`src/rtl/reg_bank_combiner.sv`:
```
// ---------------------------------------------------------------------------
// reg_bank_combiner
//
// Purpose:
//   Front-panel register bank. An operator dials a value on the switches
//   (i_data_in) and presses the bouncy "load" button (i_ld) to store it in the
//   entry selected by the pointer. The "advance" button (i_inc) steps the
//   pointer. Once every entry holds a non-zero value, the block switches to
//   combine mode. In combine mode the display shows a reduction of all
//   entries, selected by i_mode. A further press of i_inc clears the bank and
//   returns the block to fill mode.
//
// Parameters:
//   WIDTH      - bit width of each entry, of i_data_in and of o_data_out
//   DEPTH      - number of entries (2..16)
//   DEB_CYCLES - consecutive disagreeing cycles before the debounced load
//                level follows the raw button (>= 1)
//   PTR_W      - pointer width, derived from DEPTH (do not override)
//
// Ports:
//   i_clk      - system clock, rising edge
//   i_rst_n    - asynchronous active-low reset
//   i_data_in  - value written into the current entry on a load
//   i_ld       - raw load button level (may bounce)
//   i_inc      - raw advance / clear button level
//   i_mode     - combine function: 00 OR, 01 AND, 10 XOR, 11 SUM mod 2^WIDTH
//   o_data_out - displayed value (entry under the pointer, or the reduction)
//   o_full     - high while in combine mode
//   o_ptr      - current entry pointer
// ---------------------------------------------------------------------------
module reg_bank_combiner #(
    parameter int WIDTH      = 4,
    parameter int DEPTH      = 3,
    parameter int DEB_CYCLES = 4,
    parameter int PTR_W      = $clog2(DEPTH)
) (
    input  logic             i_clk,
    input  logic             i_rst_n,
    input  logic [WIDTH-1:0] i_data_in,
    input  logic             i_ld,
    input  logic             i_inc,
    input  logic [1:0]       i_mode,
    output logic [WIDTH-1:0] o_data_out,
    output logic             o_full,
    output logic [PTR_W-1:0] o_ptr
);

    localparam int                CNT_W    = $clog2(DEB_CYCLES + 1);
    localparam logic [PTR_W-1:0]  LAST_PTR = PTR_W'(DEPTH - 1);
    // The debounced level toggles on the cycle the counter would reach
    // DEB_CYCLES, so the compare is against DEB_CYCLES-1.
    localparam logic [CNT_W-1:0]  DEB_LAST = CNT_W'(DEB_CYCLES - 1);

    typedef enum logic {
        S_FILL,
        S_COMBINE
    } state_t;

    state_t           r_state;
    state_t           w_stateNext;

    logic [WIDTH-1:0] r_entry [DEPTH];
    logic [PTR_W-1:0] r_ptr;
    logic [WIDTH-1:0] r_outReg;
    logic [WIDTH-1:0] r_resReg;

    logic             r_incD;
    logic             w_incPulse;

    logic [CNT_W-1:0] r_debCnt;
    logic             r_ldDeb;
    logic             r_ldDebD;
    logic             w_ldPulse;

    logic [PTR_W-1:0] w_ptrNext;
    logic             w_allNonZero;
    logic [WIDTH-1:0] w_orAll;
    logic [WIDTH-1:0] w_andAll;
    logic [WIDTH-1:0] w_xorAll;
    logic [WIDTH-1:0] w_sumAll;
    logic [WIDTH-1:0] w_reduced;

    // ------------------------------------------------------------------
    // Advance button: a single-cycle pulse on each rising edge, however
    // long the button is held down.
    // ------------------------------------------------------------------
    always_ff @(posedge i_clk or negedge i_rst_n) begin
        if (!i_rst_n) begin
            r_incD <= 1'b0;
        end else begin
            r_incD <= i_inc;
        end
    end

    assign w_incPulse = i_inc & ~r_incD;

    // ------------------------------------------------------------------
    // Load button debouncer. The counter only runs while the raw level
    // disagrees with the debounced level. Any agreeing cycle restarts it,
    // so a bounce shorter than DEB_CYCLES never reaches the bank.
    // ------------------------------------------------------------------
    always_ff @(posedge i_clk or negedge i_rst_n) begin
        if (!i_rst_n) begin
            r_debCnt <= '0;
            r_ldDeb  <= 1'b0;
            r_ldDebD <= 1'b0;
        end else begin
            r_ldDebD <= r_ldDeb;
            if (i_ld == r_ldDeb) begin
                r_debCnt <= '0;
            end else if (r_debCnt == DEB_LAST) begin
                r_ldDeb  <= ~r_ldDeb;
                r_debCnt <= '0;
            end else begin
                r_debCnt <= r_debCnt + 1'b1;
            end
        end
    end

    assign w_ldPulse = r_ldDeb & ~r_ldDebD;

    // ------------------------------------------------------------------
    // Pointer increment with wrap at the last entry. The wrap also works
    // when DEPTH is not a power of two.
    // ------------------------------------------------------------------
    always_comb begin
        w_ptrNext = r_ptr + 1'b1;
        if (r_ptr == LAST_PTR) begin
            w_ptrNext = '0;
        end
    end

    // ------------------------------------------------------------------
    // Reductions over the whole bank. The "all non-zero" flag is computed
    // here as well, because it is what triggers combine mode. An entry
    // loaded with zero therefore still counts as empty.
    // ------------------------------------------------------------------
    always_comb begin
        w_orAll      = '0;
        w_andAll     = '1;
        w_xorAll     = '0;
        w_sumAll     = '0;
        w_allNonZero = 1'b1;
        for (int k = 0; k < DEPTH; k++) begin
            w_orAll  = w_orAll | r_entry[k];
            w_andAll = w_andAll & r_entry[k];
            w_xorAll = w_xorAll ^ r_entry[k];
            w_sumAll = w_sumAll + r_entry[k];
            if (r_entry[k] == '0) begin
                w_allNonZero = 1'b0;
            end
        end
        case (i_mode)
            2'b00:   w_reduced = w_orAll;
            2'b01:   w_reduced = w_andAll;
            2'b10:   w_reduced = w_xorAll;
            default: w_reduced = w_sumAll;
        endcase
    end

    // ------------------------------------------------------------------
    // Mode state register.
    // ------------------------------------------------------------------
    always_ff @(posedge i_clk or negedge i_rst_n) begin
        if (!i_rst_n) begin
            r_state <= S_FILL;
        end else begin
            r_state <= w_stateNext;
        end
    end

    // ------------------------------------------------------------------
    // Next-state logic. The bank enters combine mode as soon as it is
    // fully populated. It returns to fill mode only on an advance press.
    // ------------------------------------------------------------------
    always_comb begin
        w_stateNext = r_state;
        case (r_state)
            S_FILL: begin
                if (w_allNonZero) begin
                    w_stateNext = S_COMBINE;
                end
            end
            S_COMBINE: begin
                if (w_incPulse) begin
                    w_stateNext = S_FILL;
                end
            end
            default: w_stateNext = S_FILL;
        endcase
    end

    // ------------------------------------------------------------------
    // Bank datapath.
    //
    // In fill mode, the display register tracks the entry under the
    // pointer with one cycle of lag. On the edge that leaves fill mode,
    // any button pulse is dropped. The result register is primed on that
    // same edge, so the display is valid in the first combine cycle.
    // Advance beats load when both pulse together.
    //
    // In combine mode, the bank is frozen and the result register
    // re-reduces every cycle, so a mode change shows one cycle later.
    // ------------------------------------------------------------------
    always_ff @(posedge i_clk or negedge i_rst_n) begin
        if (!i_rst_n) begin
            for (int k = 0; k < DEPTH; k++) begin
                r_entry[k] <= '0;
            end
            r_ptr    <= '0;
            r_outReg <= '0;
            r_resReg <= '0;
        end else begin
            case (r_state)
                S_FILL: begin
                    r_outReg <= r_entry[r_ptr];
                    if (w_allNonZero) begin
                        r_resReg <= w_reduced;
                    end else if (w_incPulse) begin
                        r_ptr <= w_ptrNext;
                    end else if (w_ldPulse) begin
                        r_entry[r_ptr] <= i_data_in;
                        r_ptr          <= w_ptrNext;
                    end
                end
                S_COMBINE: begin
                    if (w_incPulse) begin
                        for (int k = 0; k < DEPTH; k++) begin
                            r_entry[k] <= '0;
                        end
                        r_ptr    <= '0;
                        r_resReg <= '0;
                        r_outReg <= '0;
                    end else begin
                        r_resReg <= w_reduced;
                    end
                end
                default: begin
                    r_outReg <= '0;
                end
            endcase
        end
    end

    // ------------------------------------------------------------------
    // Outputs come straight from registers. The display source follows
    // the mode.
    // ------------------------------------------------------------------
    assign o_full     = (r_state == S_COMBINE);
    assign o_data_out = (r_state == S_COMBINE) ? r_resReg : r_outReg;
    assign o_ptr      = r_ptr;

endmodule
```
`config.mk`:
```
export PLATFORM = sky130hd
export DESIGN_NAME = reg_bank_combiner
export DESIGN_NICKNAME = d
export VERILOG_FILES = /design/src/rtl/reg_bank_combiner.sv
export SDC_FILE = /design/constraint.sdc
export NUM_CORES = 1
export LEC_CHECK = 0
export CORE_UTILIZATION = 40
export DETAILED_ROUTE_END_ITERATION = 10
export GPL_ROUTABILITY_DRIVEN = 0
export SYNTH_ARGS = -nofsm -noshare
export SYNTH_HDL_FRONTEND = slang
export SYNTH_SLANG_ARGS = --single-unit
```
`constraint.sdc`:
```
create_clock -name i_clk -period 3.02 [get_ports i_clk]
set_input_delay 0.302 -clock i_clk [delete_from_list [all_inputs] [get_ports i_clk]]
set_output_delay 0.302 -clock i_clk [all_outputs]
set_load 0.03 [all_outputs]
```
# == Yosys cells after proc, flatten, opt, wreduce, memory -nomap -nowiden ==
# Cells that the tools add are included.
# W data, S select, Z words.
# totals
reg_bits,29
latch_bits,0
mem_bits_rw,0
rom_bits,0
inputBits,10
out_inout_bits,7
wordCells,82
memories,0
# op_classes
add_sub_neg,4
mul,0
n_div,0
magnitude_cmp,2
n_eq_ne,11
shift,0
muxes,32
n_bitwise,14
n_reduce_logical,8
# op_table
operator,count
$mux W12,4
$mux W4,7
$pmux W12 S2,1
$pmux W4 S2,2
$bwmux W12,1
$logic_not A4 Y1,3
$pmux W4 S3,1
$mux W2,5
$add A4 B4 Y4,2
$and A4 B4 Y4,2
$bmux W4 S2,1
$demux W4 S2,1
$ne A2 B2 Y1 const B,4
$or A4 B4 Y4,2
$xor A4 B4 Y4,2
$mux W3,2
$mux W1,5
$not A1 Y1,5
$eq A2 B2 Y1 const B,2
$pmux W2 S2,1
$reduce_and A4 Y1,1
$add A3 B1 Y3 const B,1
$eq A3 B2 Y1 const B,1
$ge A3 B3 Y1 const B,1
13 further kinds,14

# == Logic depth before layout (Yosys ltp) ==
# depth
ltp_word,10
ltp_mapped,8
mapped_depth_nobuf,8

# == Worst setup path before layout ==
# Ideal clock, no wire load.
# synth_path
path_kind,register to register
start,reg r_entry[5] (netlist bit)
end,reg r_resReg[3]
setup_ps,124
t_arrival_ps,2034
required_ps,2896
setup_slack_ps,862
path_stages_with_launch,9
path_buffers,0
period_less_slack_ps,2158
path_cell_list,dfrtp_1 > fa_1 > ha_1 > fa_1 > xnor2_1 > xnor2_1 > nand3_1 > o211ai_1 > nand2_1
# synth_between
elab_chain_cells,5
elab_cells_between_ends,10
cone_classes,2 x add/sub; 1 x eq/ne; 6 x mux; 1 x reduce/logical
# synth_rtl
element,line_no,text
"start, declared",62,logic [WIDTH-1:0] r_entry [DEPTH];
"start signal, assigned by index",222,r_entry[r_ptr] <= i_data_in;
$add A4 B4 Y4 (2 in a row),148,w_sumAll = w_sumAll + r_entry[k];
$pmux W4 S3,153,case (i_mode)
"$mux W4, on equally long branches","227, 217",
$pmux W4 S2,214,case (r_state)
"end signal, assigned",218,r_resReg <= w_reduced;
"end signal, assigned",235,r_resReg <= w_reduced;
"end, declared",65,logic [WIDTH-1:0] r_resReg;
# Parallel ways exist; a longest one is shown, timed or not. The select of a mux whose other input is x is not followed.
# A chain may end at the register's enable or synchronous reset.

# == Worst setup path after layout ==
# layout_path
start,"reg r_state, in the netlist o_full"
end,out o_data_out[2]
# layout_between
elab_chain_cells,1
# layout_rtl
element,line_no,text
"start, declared",59,state_t r_state;
"start signal, assigned",168,r_state <= w_stateNext;
$mux W4,250,assign o_data_out = (r_state == S_COMBINE) ? r_resReg : r_outReg;
"end, declared",43,"output logic [WIDTH-1:0] o_data_out,"
# No other way between the ends.

==> flow_metrics.env <==
export IMPL_run_status="finished, final reports clean"
export IMPL_async_flop_share=1.00
export IMPL_grt_pass1_vias=1344
export IMPL_grt_antenna_before_repair=0
export IMPL_criticalPathCategory="flop to output pin"
export IMPL_layout_setup_ws_ns=0.620
export IMPL_synth_adder_area_share=0.123
export IMPL_netlist_area_um2=1770
export IMPL_nets=213
export IMPL_wl_per_cell_um=16.0
export IMPL_min_period_ns=2.40
export IMPL_synthSimpleGateAreaFrac=0.153
export IMPL_cts_made_buffers=5
export IMPL_dp_hpwl_mm=2.85
export IMPL_synth_compound_area_share=0.170
export IMPL_relSlewSlack=0.502
export IMPL_vias=1339
export IMPL_initialDrtViolationCount=59
export IMPL_dr_pass1_iters=4
export IMPL_synth_edff_count=0
export IMPL_synthDistinctLibCells=38
export IMPL_crit_fanout=23
export IMPL_drive_gt1_frac=0.0952
export IMPL_fin_skew_ns=0.00741
export IMPL_synthFlopType="dfrtp_1"
export IMPL_fp_row_count=23
export IMPL_viasPerCell=5.60
export IMPL_synthCells=172
export IMPL_synthesis_nets=197
export IMPL_drv_cap=0
export IMPL_muxShareOfSynthArea=0.0658
export IMPL_io_buffers=16
export IMPL_critPathCaptureType="output pin"
export IMPL_seq_area_frac_synth=0.410
export IMPL_cts_root_buffer="clkbuf_8"
export IMPL_met1_length_mm=1.70
export IMPL_cts_path_max_buffers=2
export IMPL_fin_tns_setup_ns=0
export IMPL_fin_crit_sh=0.795
export IMPL_dp_worst_setup_slack_ns=0.699
export IMPL_ir_drop_mv=0.414
export IMPL_antenna_left=0
export IMPL_finalHoldViolCount=0
export IMPL_clk_latency_ns=0.28
export IMPL_grt_max_degree=30
export IMPL_rr_worst_depth=8
export IMPL_post_route_util=0.504
export IMPL_fmax_ghz=0.417
export IMPL_antenna_cells=0
export IMPL_crit_arrival_ns=2.10
export IMPL_multi_input_area_um2=962
export IMPL_design_area_um2=2080
export IMPL_synth_area_per_cell_um2=10.3
export IMPL_cts_setup_buffers=0
export IMPL_nFillCells=372
export IMPL_ys_warn_count=0
export IMPL_instances_no_fill=239
export IMPL_place_inst=231
export IMPL_syn_to_final_growth_pct=17.4
export IMPL_dpl_instance_area_um2=1960
export IMPL_ys_top_cells_by_area="dfrtp_1 41%, ha_1 7.8%, a22o_1 5.0%"
export IMPL_ys_ff_latch=29
export IMPL_highest_layer="met4"
export IMPL_route_met3_wl_um=146
export IMPL_cts_resized=0
export IMPL_power_density_nw_per_um2=1130
export IMPL_synth_top_area_cell="dfrtp_1"
export IMPL_synthXorXnorAreaFrac=0.0326
export IMPL_core_area_um2=4120
export IMPL_htreeDepth=2
export IMPL_numClockSinks=29
export IMPL_remaining_drc_errors=0
export IMPL_clk_pin_slew_ns=0.06
export IMPL_finalSetupViolations=0
export IMPL_wl_mm=3.82
export IMPL_grt_pass1_wl_mm=6.42
export IMPL_worstHoldPathType="input pin to asynchronous set/reset pin"
export IMPL_regArea_um2=726
export IMPL_rsz0062_at_grt="no"
export IMPL_cp_start_kind="flop"
export IMPL_final_max_slew_viol_count=0
export IMPL_p_leak_nw=0.934
export IMPL_synth_top_family_by_area="compound AO/OA/AOI/OAI gates"
export IMPL_cts_tree="done"
export IMPL_crit_required_ns=2.72
export IMPL_die_y_um=68.5
export IMPL_tightest_slew_ns=0.747
export IMPL_die_area_um2=4690
export IMPL_die_x_um=68.5
export IMPL_cts_hold_buf=0
export IMPL_wl_met2_mm=1.96
export IMPL_initial_core_util=0.430
export IMPL_synth_top_area_frac=0.410
export IMPL_ioPinCount=17
export IMPL_gr_total_overflow=0
export IMPL_grtUsageTotal=0.191
-- state kept, by name, summed over array words and instances (netlist names), 2 cells and up --
| register | cells |
|---|---|
| o_ptr | 2 |
| r_debCnt | 3 |
| r_entry | 12 |
| r_outReg | 4 |
| r_resReg | 4 |
-- power breakdown --
part / switching, mW / internal (mW) / total, mW
clock: 0.143 / 0.269 / 0.412
sequential: 0.237 / 0.543 / 0.780
combinational: 0.604 / 0.553 / 1.16
-- cell usage after synthesis (3+ instances only) --
| master | n |
|---|---|
| nand2_1 | 11 |
| nor2b_1 | 9 |
| nand3_1 | 6 |
| mux2i_1 | 6 |
| fa_1 | 4 |
| xnor2_1 | 4 |
| nor2_1 | 9 |
| a21o_1 | 3 |
| buf_1 | 3 |
| clkbuf_1 | 3 |
| o221ai_1 | 3 |
| o31ai_1 | 5 |
| dfrtp_1 | 29 |
| o21ai_0 | 8 |
| a21oi_1 | 5 |
| inv_1 | 11 |
| ha_1 | 11 |
| nor3_1 | 3 |
| mux2_2 | 5 |
| a22o_1 | 10 |
-- cell type report --
class,count,area share
multi-input cells,124,0.464
flip-flops and latches,29,0.350
repair buffers,17,0.0808
clock buffers,7,0.0416
well taps,50,0.0301
inverters,11,0.0199
clock inverters,1,0.0145
-- final timing paths --
path / startpoint / slack (ns) / end
min in group i_clk: r_ldDeb / 0.44 / r_ldDebD
min: i_rst_n / 0.42 / r_entry[8]
max in group asynchronous: i_rst_n / 2.33 / o_full
max: o_full / 0.62 / o_data_out[2]
min reg2reg: r_ldDeb / 0.44 / r_ldDebD
max reg2reg: r_entry[5] / 0.69 / r_resReg[3]
-- metal layers --
layer  GRT usage  vias to the layer above
met4      0.0547                        0
met1       0.235                      665
met5           0                        -
li1            -                      642
met3      0.0500                        2
met2       0.326                       30
-- cells by family (layout without fill, tap and decap cells) --
family                     Yosys count  after routing
AOI/OAI and AO/OA                   42             42
xor gates and xnor gates             5              5
adders and majority gates           15             15
buffers and inverters               19             36
DFF                                 29             29
muxes                               11             11
and+or+nand+nor                     51             51
-- stage by stage --
stage,hold slack (ns),power [mW]
finish,0.416,2.35
global route,0.448,2.56
CTS,0.425,2.37
detailed placement,0.429,1.95
global placement,0.412,1.91
floorplan,0.00641,1.63
-- cell usage in the layout, fill, tap and decap left out, types with 2 or more instances in the layout --
| cell | instances |
|---|---|
| o221ai_1 | 3 |
| or2_2 | 2 |
| xnor2_1 | 4 |
| a22o_1 | 10 |
| nand2b_1 | 2 |
| dfrtp_1 | 29 |
| clkbuf_8 | 6 |
| o21ai_0 | 8 |
| nand2_1 | 11 |
| mux2i_1 | 6 |
| a22oi_1 | 2 |
| nor4_1 | 2 |
| clkdlybuf4s50_1 | 16 |
| nor3_1 | 3 |
| nor2b_1 | 9 |
| o22ai_1 | 2 |
| mux2_2 | 5 |
| o2bb2ai_1 | 2 |
| ha_1 | 11 |
| o31ai_1 | 5 |
| a21oi_1 | 5 |
| a21o_1 | 3 |
| nand3_1 | 6 |
| fa_1 | 4 |
| nor2_1 | 9 |
| inv_1 | 11 |
-- worst max-delay path, stage by stage, from the launching register on --
cell and delay (ns):
dfrtp_1 0.82, mux2_2 0.41, clkdlybuf4s50_1 0.59
(Power assumes the default switching activity.)
